--- src/rtl/et_bitstream_gen.sv ---
// rtl/et_bitstream_gen.sv - early-termination correlated SC bitstream generator (shared don't-care mask)
module et_bitstream_gen #(
    parameter int W = 8,
    parameter int N = 2
) (
    input  logic             clk,
    input  logic             rst,
    input  logic             in_valid,
    output logic             in_ready,
    input  logic [W-1:0]     Bxs [N-1:0],
    input  logic [W-1:0]     S,
    output logic             out_valid,
    input  logic             out_ready,
    output logic [N-1:0]     bs,
    output logic             out_last,
    output logic [W:0]       len
);

    localparam int CW = $clog2(W + 1);
    localparam int IW = $clog2(W);

    typedef enum logic {
        IDLE,
        RUN
    } state_t;

    state_t          state;
    state_t          state_next;
    logic [W-1:0]    bx_r [N-1:0];
    logic [W-1:0]    m_r;
    logic [W-1:0]    cnt;
    logic [CW-1:0]   k_r;
    logic [CW-1:0]   k_in;
    logic [CW-1:0]   idx;
    logic [CW-1:0]   sel;
    logic [W-1:0]    r;
    logic            accept;
    logic            fire;
    logic            last_hit;

    // K = number of active (unmasked) positions in the incoming mask
    always_comb begin
        k_in = '0;
        for (int p = 0; p < W; p++) begin
            if (!S[p]) begin
                k_in = k_in + CW'(1);
            end
        end
    end

    always_comb begin
        state_next = state;
        in_ready   = 1'b0;
        out_valid  = 1'b0;
        case (state)
            IDLE: begin
                in_ready = 1'b1;
                if (in_valid) begin
                    state_next = RUN;
                end
            end
            RUN: begin
                out_valid = 1'b1;
                if (out_ready && last_hit) begin
                    state_next = IDLE;
                end
            end
            default: state_next = IDLE;
        endcase
    end

    assign accept   = in_valid & in_ready;
    assign fire     = out_valid & out_ready;
    assign last_hit = ({1'b0, cnt} == (len - (W+1)'(1)));
    assign out_last = (state == RUN) & last_hit;

    always_ff @(posedge clk) begin
        if (rst) begin
            state <= IDLE;
            cnt   <= '0;
            m_r   <= '0;
            k_r   <= '0;
            len   <= '0;
            for (int j = 0; j < N; j++) begin
                bx_r[j] <= '0;
            end
        end else begin
            state <= state_next;
            if (accept) begin
                for (int j = 0; j < N; j++) begin
                    bx_r[j] <= Bxs[j];
                end
                m_r <= S;
                k_r <= k_in;
                len <= (W+1)'(1) << k_in;
                cnt <= '0;
            end else if (fire) begin
                cnt <= last_hit ? '0 : cnt + W'(1);
            end
        end
    end

    // Van der Corput deposit: the i-th active position (from LSB) takes cnt[K-1-i],
    // so the counter LSB lands on the most significant active position.
    always_comb begin
        r   = '0;
        idx = '0;
        sel = '0;
        for (int p = 0; p < W; p++) begin
            if (!m_r[p]) begin
                sel  = k_r - CW'(1) - idx;
                r[p] = cnt[sel[IW-1:0]];
                idx  = idx + CW'(1);
            end
        end
    end

    always_comb begin
        for (int j = 0; j < N; j++) begin
            bs[j] = (bx_r[j] > r);
        end
    end

endmodule

--- config.mk ---
export PLATFORM = sky130hd
export DESIGN_NAME = et_bitstream_gen
export DESIGN_NICKNAME = d
export VERILOG_FILES = /design/src/rtl/et_bitstream_gen.sv
export SDC_FILE = /design/constraint.sdc
export NUM_CORES = 1
export LEC_CHECK = 0
export ABC_AREA = 1
export BUFFER_PORTS_ARGS = -buffer_cell sky130_fd_sc_hd__buf_2
export CORE_UTILIZATION = 60
export DETAILED_ROUTE_END_ITERATION = 10
export GPL_TIMING_DRIVEN = 0
export PLACE_DENSITY_LB_ADDON = 0.08
export SLEW_MARGIN = 10
export SYNTH_ARGS = -nofsm -noshare
export SYNTH_HDL_FRONTEND = slang
export SYNTH_SLANG_ARGS = --single-unit
--- constraint.sdc ---
create_clock -name clk -period 16.03 [get_ports clk]
set_clock_uncertainty 0.05 [all_clocks]
set_input_delay 3.206 -clock clk [delete_from_list [all_inputs] [get_ports clk]]
set_output_delay 3.206 -clock clk [all_outputs]
set_load 0.01 [all_outputs]
---- Word level (Yosys, flattened, before mapping) ----
Memory sizes are Yosys's and may differ from the RTL's.
Cells that the tools add are included.
storage, ports and cells
  flip-flop bits (word level) ............. 29
  RAM bits ................................ 16
  bits of input ports ..................... 28
  word-level logic and storage cells ...... 101
  memories kept ........................... 1
memories
  memory  depth  width  read ports  clocked after memory_dff  write ports  line  RTL
  bx_r    2      8      2           0                         2            29    logic [W-1:0] bx_r [N-1:0];
cells by class
  $add $sub $neg .......................... 23
  $lt $le $gt $ge ......................... 10
  eq/ne operators ......................... 1
  shift-type cells ........................ 1
  mux-type cells .......................... 52
  bitwise logic cells ..................... 6
  reduce and logical (&&, ||, !) cells .... 2
operator list
  cell                                                        number
  less-than comparator 3 x 4 -> 1 bit, second input constant  8
  adder 4 x 1 -> 4 bit, second input constant                 7
  2-to-1 mux 4 bit                                            7
  2-to-1 mux 1 bit                                            27
  binary-select mux 1 bit (select 3 bit)                      8
  2-to-1 mux 8 bit                                            3
  subtractor 3 bit                                            7
  2-to-1 mux 3 bit                                            6
  greater-than comparator 8 bit                               2
  adder 3 x 1 -> 3 bit, second input constant                 5
  == test 8 x 9 -> 1 bit                                      1
  << shifter 1 x 4 -> 9 bit, first input constant             1
  subtractor 9 x 1 -> 9 bit, second input constant            1
  adder 8 x 1 -> 8 bit, second input constant                 1
  bitwise AND 1 bit                                           3
  subtractor 3 x 1 -> 3 bit, second input constant            1
  adder 1 x 1 -> 2 bit, second input constant                 1
  OR 1 bit                                                    2
  case mux 1 bit (2 select lines)                             1
  OR reduction 2 bit                                          1
  logical AND 1 bit                                           1
  NOT 1 bit                                                   1

---- Longest topological paths before layout ----
  word-level depth ........................ 18
  mapped depth ............................ 35

---- Worst setup path before layout ----
OpenSTA, ideal clock, no wires.
  kind .................................... reg2out
  start point ............................. register m_r[0]
  end point ............................... output port bs[1]
  arrival ................................. 4415 ps
  required time ........................... 12774 ps
  slack ................................... 8359 ps
  cell stages (with the launch flop) ...... 34
  path buffers ............................ 0
  cell sequence ........................... dfxtp_1 -> inv_1 -> ha_1 -> inv_1 -> nand2_1 -> nand2_2 -> inv_1 -> ha_1 -> inv_1 -> nand2_1 -> o21ai_2 -> inv_1 -> ha_1 -> nand2_1 -> o21ai_2 -> ha_1 -> nand2_1 -> a21boi_2 -> inv_1 -> nand3_1 -> nand2_1 -> inv_1 -> fa_1 -> a21oi_1 -> o21ai_0 -> o21ai_0 -> nand3_1 -> nand3_1 -> ha_1 -> nand2_1 -> inv_1 -> nand2_1 -> or2_2 -> a21oi_1
between the ends
  word-level cells in the longest chain between the ends .. 18
  elaborated cells between the ends (all ways) .. 43
RTL lines
  element                                 line  RTL
  from (decl)                             30    logic [W-1:0] m_r;
  from (signal assigned)                  81    m_r <= '0;
  from (signal assigned)                  93    m_r <= S;
  2-to-1 mux 1 bit                        110   if (!m_r[p]) begin
  adder 1 x 1 -> 2 bit                    113   idx = idx + CW'(1);
  2-to-1 mux 3 bit                        110
  adder 3 x 1 -> 3 bit                    113
  2-to-1 mux 3 bit                        110
  adder 3 x 1 -> 3 bit                    113
  2-to-1 mux 3 bit                        110
  adder 3 x 1 -> 3 bit                    113
  [... 2 more ...]                        -
  2-to-1 mux 3 bit                        110
  adder 3 x 1 -> 3 bit                    113
  2-to-1 mux 3 bit                        110
  subtractor 3 bit                        111   sel = k_r - CW'(1) - idx;
  binary-select mux 1 bit (select 3 bit)  112   r[p] = cnt[sel[IW-1:0]];
  2-to-1 mux 1 bit (implied by the code)  112
  2-to-1 mux 1 bit                        110
  greater-than comparator 8 bit *         120   bs[j] = (bx_r[j] > r);
  to (decl)                               14    output logic [N-1:0] bs,
Every way passes the cells marked *; elsewhere a longest branch is shown, timed or not. The select of a mux whose other input is x is not followed.

---- Worst setup path in the final report ----
Same ends and word-level chain as after synthesis.

==> impl_metrics.xml <==
<?xml version="1.0" encoding="UTF-8"?>
<metrics>
  <group name="route">
    <metric name="avgRoutedWirePerCell" unit="um">12.5</metric>
    <metric name="drt-vias-per-instance" unit="">5.29</metric>
    <metric name="drc" unit="">0</metric>
    <metric name="finalWirelength" unit="mm">9.83</metric>
    <metric name="drtPass1Iterations" unit="">5</metric>
    <metric name="detail_route.iter0.violations" unit="">296</metric>
    <metric name="dr_total_vias" unit="">4174</metric>
    <metric name="drtAntennaViolNets" unit="">0</metric>
  </group>
  <group name="worst_setup_path">
    <metric name="timing.critical_path.mode_cell" unit="">inv_1</metric>
    <metric name="crit-reg2reg-launch" unit="">len[0]$_SDFFE_PP0P_</metric>
    <metric name="timing.reg2reg.worst_path_depth" unit="">13</metric>
    <metric name="worst_setup_path_start_kind" unit="">register</metric>
    <metric name="critical_path_cell_count" unit="">34</metric>
    <metric name="timing.critical_path.slowest_cell_delay" unit="ns">0.57</metric>
    <metric name="critical_path_cell_with_the_highest_stage_delay" unit="">fa_1</metric>
    <metric name="rrSetupSlack" unit="ns">13.92</metric>
    <metric name="timing.critical_path.arrival" unit="ns">5.37</metric>
    <metric name="critical_path_class" unit="">reg -&gt; out</metric>
    <metric name="critical_path.endpoint_type" unit="">primary output</metric>
    <metric name="worst_r2r_endpoint" unit="">cnt[5]$_SDFFE_PP0P_</metric>
    <metric name="worst_ep_required_time" unit="ns">12.77</metric>
    <metric name="worst-path-max-fanout" unit="">5</metric>
    <metric name="number_of_buffers_and_inverters_on_the_critical_path" unit="">9</metric>
    <metric name="path_delay_family" unit="">adder cells</metric>
  </group>
  <group name="flow_run">
    <metric name="max_capacitance_violation_count" unit="">0</metric>
  </group>
  <group name="min_path">
    <metric name="holdCritStartpoint" unit="">len[1]$_SDFFE_PP0P_</metric>
    <metric name="hold-path-cell-count" unit="">2</metric>
    <metric name="hold_path_class" unit="">reg -&gt; reg</metric>
    <metric name="hold_path_end" unit="">len[1]$_SDFFE_PP0P_</metric>
  </group>
  <group name="cts">
    <metric name="quantity_of_hold_fixing_buffers_added_after_cts" unit="">0</metric>
    <metric name="worstSkewPairLatency" unit="ns">0.30</metric>
    <metric name="post_cts_setup_repair_bufs" unit="">0</metric>
    <metric name="cts_tree" unit="">yes</metric>
    <metric name="cts_inserted_buffers" unit="">5</metric>
    <metric name="cts.path.max_buffers" unit="">2</metric>
    <metric name="cts-root-buf" unit="">clkbuf_8</metric>
    <metric name="clock_tree.htree_level_count" unit="">2</metric>
    <metric name="cts.reportedPaths.clkPinSlew" unit="ns">0.09</metric>
    <metric name="cts-resized-gates" unit="">0</metric>
    <metric name="cts_sinks" unit="">45</metric>
  </group>
  <group name="placed_design">
    <metric name="detailed_place_hpwl" unit="mm">7.81</metric>
    <metric name="placed_cells_incl_taps" unit="">781</metric>
    <metric name="finalWeightedCongestion" unit="">0.851</metric>
    <metric name="placement.cell_area" unit="sq um">4610</metric>
    <metric name="io_buffer_count" unit="">41</metric>
    <metric name="detailedPlace.worstSlack" unit="ns">7.77</metric>
  </group>
  <group name="power">
    <metric name="netSwitchingPower" unit="W">0.000256</metric>
    <metric name="combPwrFrac" unit="">0.632</metric>
    <metric name="netSwitchingFraction" unit="">0.469</metric>
    <metric name="internal_power" unit="W">0.000290</metric>
    <metric name="power.density_cell_area" unit="nW/um^2">116</metric>
    <metric name="share_of_power_burned_in_registers" unit="">0.239</metric>
    <metric name="power.clock.fraction" unit="">0.129</metric>
    <metric name="power.static_leakage" unit="nW">2.46</metric>
    <metric name="maximum_vdd_drop" unit="mV">0.0443</metric>
  </group>
  <group name="timing">
    <metric name="hold_viol_final" unit="">0</metric>
    <metric name="finalCriticalPeriod" unit="ns">8.62</metric>
    <metric name="fin_worst_hold_slack" unit="ns">0.416</metric>
    <metric name="fin_ws" unit="ns">7.41</metric>
    <metric name="maxSlewViolCount" unit="">0</metric>
    <metric name="final.setup.tns" unit="ns">0</metric>
    <metric name="unrepaired_setup_endpoints_after_global_routing" unit="">false</metric>
    <metric name="setup_viol" unit="">0</metric>
    <metric name="max_slew.worst_pin.slew" unit="ns">0.562</metric>
    <metric name="final_min_period_over_clock_period" unit="">0.538</metric>
    <metric name="max_slew_headroom" unit="">0.625</metric>
    <metric name="fmax" unit="MHz">116</metric>
  </group>
  <group name="floorplanning">
    <metric name="fp.dieArea" unit="sq um">7450</metric>
    <metric name="core_area" unit="sq um">6830</metric>
    <metric name="fp.dieW" unit="um">86.3</metric>
    <metric name="placement_rows" unit="">30</metric>
    <metric name="die_y" unit="um">86.3</metric>
    <metric name="start_util" unit="">0.625</metric>
    <metric name="ioPinCount" unit="">42</metric>
  </group>
  <group name="global_route">
    <metric name="grt.overflow.total" unit="">0</metric>
    <metric name="grt_pass1_wl" unit="mm">16.5</metric>
    <metric name="antenna_violations_before_repair" unit="">0</metric>
    <metric name="maximum_number_of_pins_on_one_net_before_global_route_repair" unit="">17</metric>
    <metric name="via_count_of_the_first_global_routing_pass" unit="">3792</metric>
    <metric name="globalRouteTotalUtil" unit="">0.278</metric>
  </group>
  <group name="final_layout">
    <metric name="fin_nets" unit="">765</metric>
    <metric name="area.sequential" unit="sq um">1060</metric>
    <metric name="layoutNonFillerInstCount" unit="">789</metric>
    <metric name="postLayoutCellArea" unit="sq um">4690</metric>
    <metric name="multiInputGateArea" unit="sq um">2730</metric>
    <metric name="layout-drive-gt1-share" unit="">0.127</metric>
    <metric name="final.fill_count" unit="">630</metric>
    <metric name="area_growth_syn_to_layout" unit="%">10.0</metric>
    <metric name="antenna_cells" unit="">0</metric>
  </group>
  <group name="synth">
    <metric name="yosys_warnings" unit="">0</metric>
    <metric name="synth_sequential_area_ratio" unit="">0.249</metric>
    <metric name="syn_area" unit="sq um">4270</metric>
    <metric name="async_flop_share" unit="">0</metric>
    <metric name="avgSynthCellArea" unit="sq um">6.64</metric>
    <metric name="syn_nets" unit="">716</metric>
    <metric name="synth_enable_flop_cells" unit="">16</metric>
    <metric name="ys_types" unit="">41</metric>
    <metric name="synth-main-ff-cell" unit="">dfxtp_1</metric>
    <metric name="synth-seq-cells" unit="">45</metric>
    <metric name="post_synth_inst_count" unit="">643</metric>
  </group>
  <group name="status">
    <metric name="status" unit="">finished, final reports clean</metric>
  </group>
</metrics>
-- layout by cell type, fill, tap and decap left out, drive strengths merged, types with 5 or more instances in the layout --
cell type and count:
fa 5, dfxtp 29, o211ai 5, xor2 20, inv 110, nor3 9
edfxtp 16, o22ai 11, o21ai 36, a21oi 33, clkinv 5, xnor2 10
ha 40, buf 44, nand3 35, nor2 72, nand2 173, clkbuf 15
nand4 7
-- worst max-delay path by stage --
stage | startpoint | to | slack [ns]
after floorplan | m_r[0]$_SDFFE_PP0P_ | bs[1] | 8.36
after global placement | m_r[0]$_SDFFE_PP0P_ | bs[1] | 7.93
after detailed placement | m_r[0]$_SDFFE_PP0P_ | bs[1] | 7.77
after CTS | m_r[0]$_SDFFE_PP0P_ | bs[1] | 7.42
after global routing | m_r[0]$_SDFFE_PP0P_ | bs[1] | 7.05
final | m_r[0]$_SDFFE_PP0P_ | bs[1] | 7.41
-- kinds of logic (layout without fill, tap and decap cells) --
| logic type | count (synthesis) | after routing | share of synthesized area |
|---|---|---|---|
| AND/OR/NAND/NOR | 303 | 303 | 0.308 |
| buffers and inverters | 125 | 175 | 0.111 |
| AO/OA/AOI/OAI | 95 | 95 | 0.126 |
| adder cells (fa/ha/maj) | 45 | 45 | 0.141 |
| flip-flops | 45 | 45 | 0.249 |
| XOR/XNOR | 30 | 30 | 0.0651 |
-- worst register-to-register path, delay by kind of cell, from the launching register on --
kind / cells / cell delay, ns
adder cells (fa/ha/maj): 1 / 0.21
buffers and inverters: 2 / 0.17
flip-flops: 1 / 0.35
AND/OR/NAND/NOR: 10 / 1.24
-- power groups by stage --
stage	clock (W)	combinational, W	sequential, W
after floorplan	0	0.000263	0.000132
after global placement	0	0.000322	0.000133
after detailed placement	0	0.000342	0.000133
after CTS	0.0000703	0.000345	0.000130
after global routing	0.0000739	0.000394	0.000131
final	0.0000705	0.000345	0.000130
-- layout make-up --
class / instances / area share
plain buffers: 12 / 0.0104
clock buffers: 5 / 0.0147
clock inverters: 3 / 0.00373
inverters: 113 / 0.0904
multi-input cells: 473 / 0.582
flip-flops and latches: 45 / 0.226
well taps: 96 / 0.0256
repair buffers: 42 / 0.0469
-- metrics by stage --
stage | power [W] | util
final | 0.000546 | 0.687
after floorplan | 0.000395 | -
after global placement | 0.000455 | 0.672
after global routing | 0.000600 | 0.687
after detailed placement | 0.000475 | 0.675
after CTS | 0.000545 | 0.687
-- state kept, by name (all words and copies together), names as in the netlist --
name / cells
m_r: 8
k_r: 3
len: 9
state: 1
cnt: 8
bx_r: 16
-- synth_stat cells, types with 2 or more instances --
master,number,share of area
nand2_1,156,0.14
xor2_1,18,0.037
nand3_2,3,0.0070
buf_2,2,0.0023
inv_2,3,0.0026
nand4_1,6,0.0088
nand3b_1,2,0.0035
ha_1,40,0.12
o21a_1,2,0.0035
o21ai_2,2,0.0041
o211ai_1,5,0.0088
o21ai_1,2,0.0023
nor3_1,9,0.011
clkbuf_1,9,0.0079
o21ai_0,32,0.038
nand2_2,16,0.023
fa_1,5,0.023
a31oi_1,2,0.0029
nand3_1,31,0.036
dfxtp_1,29,0.14
xor2_2,2,0.0076
nor2_1,71,0.062
o22ai_1,11,0.016
or2_2,4,0.0059
a21oi_1,33,0.039
xnor2_1,10,0.021
edfxtp_1,16,0.11
inv_1,107,0.094
clkinv_1,3,0.0026
-- routing by layer --
layer  vias to the layer above  track usage  wire length (um)
li1                       2152            -                 -
met1                      1918        0.368              4550
met2                        92        0.485              4730
met3                        12       0.0295               451
met4                         0       0.0727               106
met5                         -            0                 0
(Power assumes the default switching activity.)
